`src/rtl/pong_pkg.sv`:
```
// Shared types and defaults for the Pong match logic.
// Optional rally speed-up is enabled with the PONG_RALLY_SPEEDUP_EN macro (see pong_match_controller).
package pong_pkg;

    typedef enum logic [2:0] {
        ST_IDLE  = 3'd0,
        ST_SERVE = 3'd1,
        ST_PLAY  = 3'd2,
        ST_POINT = 3'd3,
        ST_OVER  = 3'd4
    } match_state_t;

    typedef enum logic {
        PLAYER_ONE = 1'b0,
        PLAYER_TWO = 1'b1
    } player_t;

    localparam int DEF_WIN_SCORE      = 11;
    localparam int DEF_SERVE_FRAMES   = 60;
    localparam int DEF_POINT_FRAMES   = 30;
    localparam int DEF_HITS_PER_LEVEL = 4;

    // Bits needed to hold 0..max(a,b)-1, never less than one bit.
    function automatic int cnt_width(input int a, input int b);
        int m;
        m = (a > b) ? a : b;
        return (m < 2) ? 1 : $clog2(m);
    endfunction

endpackage

```
`src/rtl/pong_frame_tick.sv`:
```
// Brings the graphics end-of-frame level into the system clock domain and
// turns its rising edge into a single-cycle registered frame tick.
module pong_frame_tick (
    input  logic clk50M,
    input  logic reset,
    input  logic level,
    output logic ftick
);

    logic sync1_r;
    logic sync2_r;
    logic prev_r;
    logic tick_r;

    // Two-flop synchronizer followed by a registered rising-edge detect.
    always_ff @(posedge clk50M or posedge reset) begin
        if (reset) begin
            sync1_r <= 1'b0;
            sync2_r <= 1'b0;
            prev_r  <= 1'b0;
            tick_r  <= 1'b0;
        end else begin
            sync1_r <= level;
            sync2_r <= sync1_r;
            prev_r  <= sync2_r;
            tick_r  <= sync2_r & ~prev_r;
        end
    end

    assign ftick = tick_r;

endmodule

```
`src/rtl/pong_match_controller.sv`:
```
// Frame-paced match sequencer: serve, play, point pause and game over, plus scoring.
// Define PONG_RALLY_SPEEDUP_EN to build the rally counter that drives speed_level.
module pong_match_controller
    import pong_pkg::*;
#(
    parameter int WIN_SCORE      = DEF_WIN_SCORE,
    parameter int SERVE_FRAMES   = DEF_SERVE_FRAMES,
    parameter int POINT_FRAMES   = DEF_POINT_FRAMES,
    parameter int HITS_PER_LEVEL = DEF_HITS_PER_LEVEL
) (
    input  logic       clk50M,
    input  logic       reset,
    input  logic       endofframe,
    input  logic       start,
    input  logic       collided,
    input  logic       missed_one,
    input  logic       missed_two,
    output logic       restart,
    output logic       play_en,
    output logic       serve_dir,
    output logic [3:0] score_one,
    output logic [3:0] score_two,
    output logic       game_over,
    output logic       winner,
    output logic [1:0] speed_level
);

    localparam int              CNT_W      = cnt_width(SERVE_FRAMES, POINT_FRAMES);
    localparam logic [CNT_W-1:0] SERVE_LOAD = CNT_W'(SERVE_FRAMES - 1);
    localparam logic [CNT_W-1:0] POINT_LOAD = CNT_W'(POINT_FRAMES - 1);
    localparam logic [3:0]       WIN_VAL    = 4'(WIN_SCORE);

    logic             ftick_s;
    logic             start_rise_s;
    logic             serve_entry_s;
    logic             cnt_zero_s;
    logic [3:0]       score_one_inc_s;
    logic [3:0]       score_two_inc_s;

    match_state_t     state_r;
    logic [CNT_W-1:0] cnt_r;
    logic             start_prev_r;
    logic [3:0]       score_one_r;
    logic [3:0]       score_two_r;
    logic             serve_dir_r;
    logic             winner_r;
    logic             restart_r;
    logic             play_en_r;
    logic             game_over_r;

    pong_frame_tick u_frame_tick (
        .clk50M (clk50M),
        .reset  (reset),
        .level  (endofframe),
        .ftick  (ftick_s)
    );

    // Tick-qualified start edge, counter-expiry flag and incremented scores.
    always_comb begin
        start_rise_s    = ftick_s & start & ~start_prev_r;
        cnt_zero_s      = (cnt_r == {CNT_W{1'b0}});
        score_one_inc_s = score_one_r + 4'd1;
        score_two_inc_s = score_two_r + 4'd1;
    end

    // Flags the tick on which the match enters SERVE from any state.
    always_comb begin
        serve_entry_s = 1'b0;
        if (ftick_s) begin
            case (state_r)
                ST_IDLE, ST_OVER: serve_entry_s = start_rise_s;
                ST_POINT:         serve_entry_s = cnt_zero_s;
                default:          serve_entry_s = 1'b0;
            endcase
        end else begin
            serve_entry_s = 1'b0;
        end
    end

    // Match state machine; outputs are set together with each transition.
    always_ff @(posedge clk50M or posedge reset) begin
        if (reset) begin
            state_r      <= ST_IDLE;
            cnt_r        <= {CNT_W{1'b0}};
            start_prev_r <= 1'b0;
            score_one_r  <= 4'd0;
            score_two_r  <= 4'd0;
            serve_dir_r  <= PLAYER_ONE;
            winner_r     <= PLAYER_ONE;
            restart_r    <= 1'b1;
            play_en_r    <= 1'b0;
            game_over_r  <= 1'b0;
        end else if (ftick_s) begin
            start_prev_r <= start;
            case (state_r)
                ST_IDLE, ST_OVER: begin
                    if (serve_entry_s) begin
                        state_r     <= ST_SERVE;
                        cnt_r       <= SERVE_LOAD;
                        score_one_r <= 4'd0;
                        score_two_r <= 4'd0;
                        restart_r   <= 1'b1;
                        play_en_r   <= 1'b0;
                        game_over_r <= 1'b0;
                    end
                end
                ST_SERVE: begin
                    if (cnt_zero_s) begin
                        state_r   <= ST_PLAY;
                        restart_r <= 1'b0;
                        play_en_r <= 1'b1;
                    end else begin
                        cnt_r <= cnt_r - {{(CNT_W-1){1'b0}}, 1'b1};
                    end
                end
                ST_PLAY: begin
                    // A simultaneous double miss is a replayed point with no score.
                    if (missed_one && missed_two) begin
                        state_r   <= ST_POINT;
                        cnt_r     <= POINT_LOAD;
                        play_en_r <= 1'b0;
                    end else if (missed_one) begin
                        score_two_r <= score_two_inc_s;
                        serve_dir_r <= PLAYER_ONE;
                        play_en_r   <= 1'b0;
                        if (score_two_inc_s == WIN_VAL) begin
                            state_r     <= ST_OVER;
                            winner_r    <= PLAYER_TWO;
                            restart_r   <= 1'b1;
                            game_over_r <= 1'b1;
                        end else begin
                            state_r <= ST_POINT;
                            cnt_r   <= POINT_LOAD;
                        end
                    end else if (missed_two) begin
                        score_one_r <= score_one_inc_s;
                        serve_dir_r <= PLAYER_TWO;
                        play_en_r   <= 1'b0;
                        if (score_one_inc_s == WIN_VAL) begin
                            state_r     <= ST_OVER;
                            winner_r    <= PLAYER_ONE;
                            restart_r   <= 1'b1;
                            game_over_r <= 1'b1;
                        end else begin
                            state_r <= ST_POINT;
                            cnt_r   <= POINT_LOAD;
                        end
                    end
                end
                ST_POINT: begin
                    if (serve_entry_s) begin
                        state_r   <= ST_SERVE;
                        cnt_r     <= SERVE_LOAD;
                        restart_r <= 1'b1;
                    end else begin
                        cnt_r <= cnt_r - {{(CNT_W-1){1'b0}}, 1'b1};
                    end
                end
                default: begin
                    state_r     <= ST_IDLE;
                    cnt_r       <= {CNT_W{1'b0}};
                    restart_r   <= 1'b1;
                    play_en_r   <= 1'b0;
                    game_over_r <= 1'b0;
                end
            endcase
        end
    end

`ifdef PONG_RALLY_SPEEDUP_EN
    localparam int               HIT_W    = cnt_width(HITS_PER_LEVEL, 1);
    localparam logic [HIT_W-1:0] HIT_LAST = HIT_W'(HITS_PER_LEVEL - 1);

    logic             hit_s;
    logic             collided_prev_r;
    logic [HIT_W-1:0] hits_r;
    logic [1:0]       speed_r;

    // A counted hit is a new paddle contact during play that is not overridden by a miss.
    always_comb begin
        hit_s = ftick_s & (state_r == ST_PLAY) & collided & ~collided_prev_r
              & ~missed_one & ~missed_two;
    end

    // Rally counter: one speed step every HITS_PER_LEVEL hits, cleared at each serve.
    always_ff @(posedge clk50M or posedge reset) begin
        if (reset) begin
            collided_prev_r <= 1'b0;
            hits_r          <= {HIT_W{1'b0}};
            speed_r         <= 2'd0;
        end else if (ftick_s) begin
            collided_prev_r <= collided;
            if (serve_entry_s) begin
                hits_r  <= {HIT_W{1'b0}};
                speed_r <= 2'd0;
            end else if (hit_s) begin
                if (hits_r == HIT_LAST) begin
                    hits_r <= {HIT_W{1'b0}};
                    if (speed_r != 2'd3) begin
                        speed_r <= speed_r + 2'd1;
                    end
                end else begin
                    hits_r <= hits_r + {{(HIT_W-1){1'b0}}, 1'b1};
                end
            end
        end
    end

    assign speed_level = speed_r;
`else
    assign speed_level = 2'd0;
`endif

    assign restart   = restart_r;
    assign play_en   = play_en_r;
    assign serve_dir = serve_dir_r;
    assign score_one = score_one_r;
    assign score_two = score_two_r;
    assign game_over = game_over_r;
    assign winner    = winner_r;

endmodule

```
`config.mk`:
```
export PLATFORM = sky130hd
export DESIGN_NAME = pong_match_controller
export DESIGN_NICKNAME = d
export VERILOG_FILES = /design/src/rtl/pong_pkg.sv /design/src/rtl/pong_frame_tick.sv /design/src/rtl/pong_match_controller.sv
export SDC_FILE = /design/constraint.sdc
export NUM_CORES = 1
export LEC_CHECK = 0
export CAP_MARGIN = 20
export CORE_UTILIZATION = 42
export CTS_BUF_LIST = sky130_fd_sc_hd__clkbuf_16
export CTS_CLUSTER_SIZE = 14
export DETAILED_ROUTE_END_ITERATION = 16
export GPL_TIMING_DRIVEN = 0
export RECOVER_POWER = 50
export SLEW_MARGIN = 20
export SYNTH_ARGS = -nofsm -noshare
export SYNTH_HDL_FRONTEND = slang
export SYNTH_HIERARCHICAL = 1
export SYNTH_SLANG_ARGS = --single-unit
```
`constraint.sdc`:
```
create_clock -name clk50M -period 3.46 [get_ports clk50M]
set_input_delay 0.346 -clock clk50M [delete_from_list [all_inputs] [get_ports clk50M]]
set_output_delay 0.346 -clock clk50M [all_outputs]
set_load 0.005 [all_outputs]
```
==> qor.csv <==
stage,metric,value,unit
run_status,status,"finished, final reports clean",
die,die_height,67.9,µm
finish,area_growth,17.8,%
timing,timing.setup.tns,0,ps
global_route,gr-usage-all-layers,21.2,%
routing,postRouteWirelength,4.36,mm
routing,ant_nets,0,
finish,num_antenna_cells,0,
finish,n_fill_cell,395,
worst_hold_path,min_path_type,reg2reg,
cts,cts_buffer_depth,2,
timing,clock.fmax,379,MHz
placed_design,place_congestion,0.850,
yosys,netlist_instances,191,
routing,viasPerCell,6.03,
timing,tightest_slew,916,ps
setup_path,startpoint_type,primary input,
finish,final_layout_size_suffix_gt1_share,11.2,%
global_route,grt_pass1_wl,7.25,mm
setup_path,critPathKind,in2reg,
timing,rsz0062_at_grt,no,
placed_design,io_buffers,18,
setup_path,r2r_start,score_two[1],
yosys,synth_edf_count,0,
die,ios,22,
routing,route.detailed.drc,0,
worst_hold_path,hold_end,u_frame_tick/sync2_r,
setup_path,cp.arrival,2800,ps
die,die_w,67.9,µm
placed_design,placed_area,2070,µm²
setup_path,ff2ff_setup_slack,1080,ps
timing,setup_violations,0,
routing,detail_route.wl_per_cell,16.5,µm
timing,finalHoldViolations,0,
yosys,synth_warnings,6,
worst_hold_path,min_from,u_frame_tick/sync1_r,
cts,clock_latency,270,ps
routing,drt-initial-drc-count,110,
finish,design_area,2150,µm²
job,cap_violations,0,
die,start_util,44.6,%
global_route,gr-total-overflow,0,
timing,whs,363,ps
finish,stdcell_count,264,
placed_design,placed_cells,260,
yosys,ys_ff_latch,27,
yosys,synth-async-reset-ratio,100,%
timing,slew_violations,0,
pwr,power_density,419,nW/µm²
global_route,grt_pass1_vias,1568,
die,dieArea,4610,µm²
global_route,grt_max_degree,24,
cts,clk_pin_slew_worst_paths,70,ps
routing,vias,1593,
cts,cts_setup_buffers,0,
setup_path,cp-end-kind,register,
cts,cts.sinks,27,
setup_path,rr_worst_depth,6,
pwr,total_leakage_power,0.000882,µW
yosys,ys_seq_area_share,37.1,%
yosys,avgSynthCellArea,9.54,µm²
cts,hold_buffers,0,
cts,cts_root_buffer,clkbuf_16,
setup_path,crit_fanout,9,
yosys,synth-main-ff-cell,dfrtp_1,
cts,cts_tree,built,
global_route,antenna_found_initial,0,
yosys,synth_cell_type_count,60,
cts,numCtsBuffers,3,
setup_path,cp.required,3620,ps
placed_design,hpwl,3.18,mm
timing,max-slew-margin-rel,38.9,%
timing,period_minus_slack,2640,ps
timing,skew,7.58,ps
pwr,max-vdd-ir-drop,0.000177,V
die,rows,23,
yosys,yosys.area.top_type,dfrtp_1,
finish,fin_nets,231,
cts,cts_resized,0,
routing,firstDrtPassIters,4,
worst_hold_path,worst_hold_path.num_cells,0,
cts,htree_levels,1,
setup_path,r2r_end,cnt_r[0],
die,coreArea,4090,µm²
yosys,syn_area,1820,µm²
timing,fin_crit_sh,76.2,%
yosys,synth_top_area_share,35.7,%
finish,final_util,52.5,%
yosys,post_synth_main_area_contributors,"dfrtp_1 36%, ha_1 6.2%, a21oi_1 3.6%",
## report_power, final
part	internal (µW)	total (µW)	switching [µW]
registers	366	417	50.5
clock network	158	275	118
logic	103	208	105
## critical path, cell delays in order
cell	delay [ps]
clkdlybuf4s50_1	580
ha_1	380
or4b_4	540
o221ai_4	330
a31oi_4	120
o211ai_4	160
mux2_4	320
## worst max path at each step
stage | start | endpoint | slack (ps) | depth (start not counted)
finish | missed_one | cnt_r[0] | 820 | 7
global route | missed_one | score_two[3] | 660 | 7
CTS | missed_one | cnt_r[0] | 820 | 7
detailed placement | missed_one | cnt_r[0] | 550 | 7
global placement | missed_one | cnt_r[0] | 580 | 7
floorplan | score_two[1] | cnt_r[0] | 1360 | 6
## state kept, by name, indices dropped and copies added, names as in the netlist
register              flops
u_frame_tick/ftick        1
cnt_r                     6
u_frame_tick/sync1_r      1
u_frame_tick/prev_r       1
score_one                 4
winner                    1
score_two                 4
game_over                 1
start_prev_r              1
serve_dir                 1
play_en                   1
state_r                   3
restart                   1
u_frame_tick/sync2_r      1
## cell type report
cell class	instances	area, µm²	share of cell area [%]
buffer	8	46.3	2.16
clock buffer	3	75.1	3.50
clock inverter	1	7.51	0.350
inverter	16	60.1	2.80
multi-input combinational	141	1040	48.4
sequential	27	677	31.5
tap	50	62.6	2.91
timing repair buffer	18	180	8.39
## metrics by stage
stage          setup slack [ps]  power, µW
2_1_floorplan              1360        563
3_3_place_gp                580        620
3_5_place_dp                551        629
4_1_cts                     825        904
5_1_grt                     656        946
6_report                    823        900
## per-layer routing
metal,GRT usage [%],part of all wire (%),up-vias
li1,-,-,764
met1,27.6,47,788
met2,35.4,49,35
met3,4.00,3.4,6
met4,6.77,1.4,0
met5,0,0,-
## kinds of logic (layout without fill, tap and decap cells)
logic type                 Yosys count  count (layout)  share of synthesized area (%)
AOI/OAI and AO/OA                   65              65                           28.0
DFF                                 27              27                           37.1
and+or+nand+nor                     59              59                           18.9
muxes                                6               6                           3.77
other                                1               2                          0.206
adders and majority gates            9               9                           6.18
buffers and inverters               24              46                           5.83
## layout by cell type, fill, tap and decap left out, types with 6 or more instances in the layout
| master | instances |
|---|---|
| clkdlybuf4s50_1 | 15 |
| nor2_1 | 11 |
| dfrtp_1 | 26 |
| ha_1 | 9 |
| nand2_1 | 11 |
| a21oi_1 | 13 |
| o21ai_0 | 12 |
| inv_1 | 16 |
| nand3_1 | 6 |
## Yosys cell counts (all sizes together) (2+ instances only)
master	instances
nor4	2
o22a	2
a21boi	2
nand3	6
inv	16
mux2	4
nor3	2
o221ai	2
nand3b	2
o21a	2
mux2i	2
nand2b	2
and3	4
o2bb2ai	3
o2111ai	4
or2	3
ha	9
nand2	11
nor2	11
a31oi	2
nand4	4
a22o	2
dfrtp	26
clkbuf	4
nor4b	3
a21oi	13
o31ai	4
o21ai	14
buf	4
a211oi	2
nor2b	4
(Power assumes the default switching activity.)
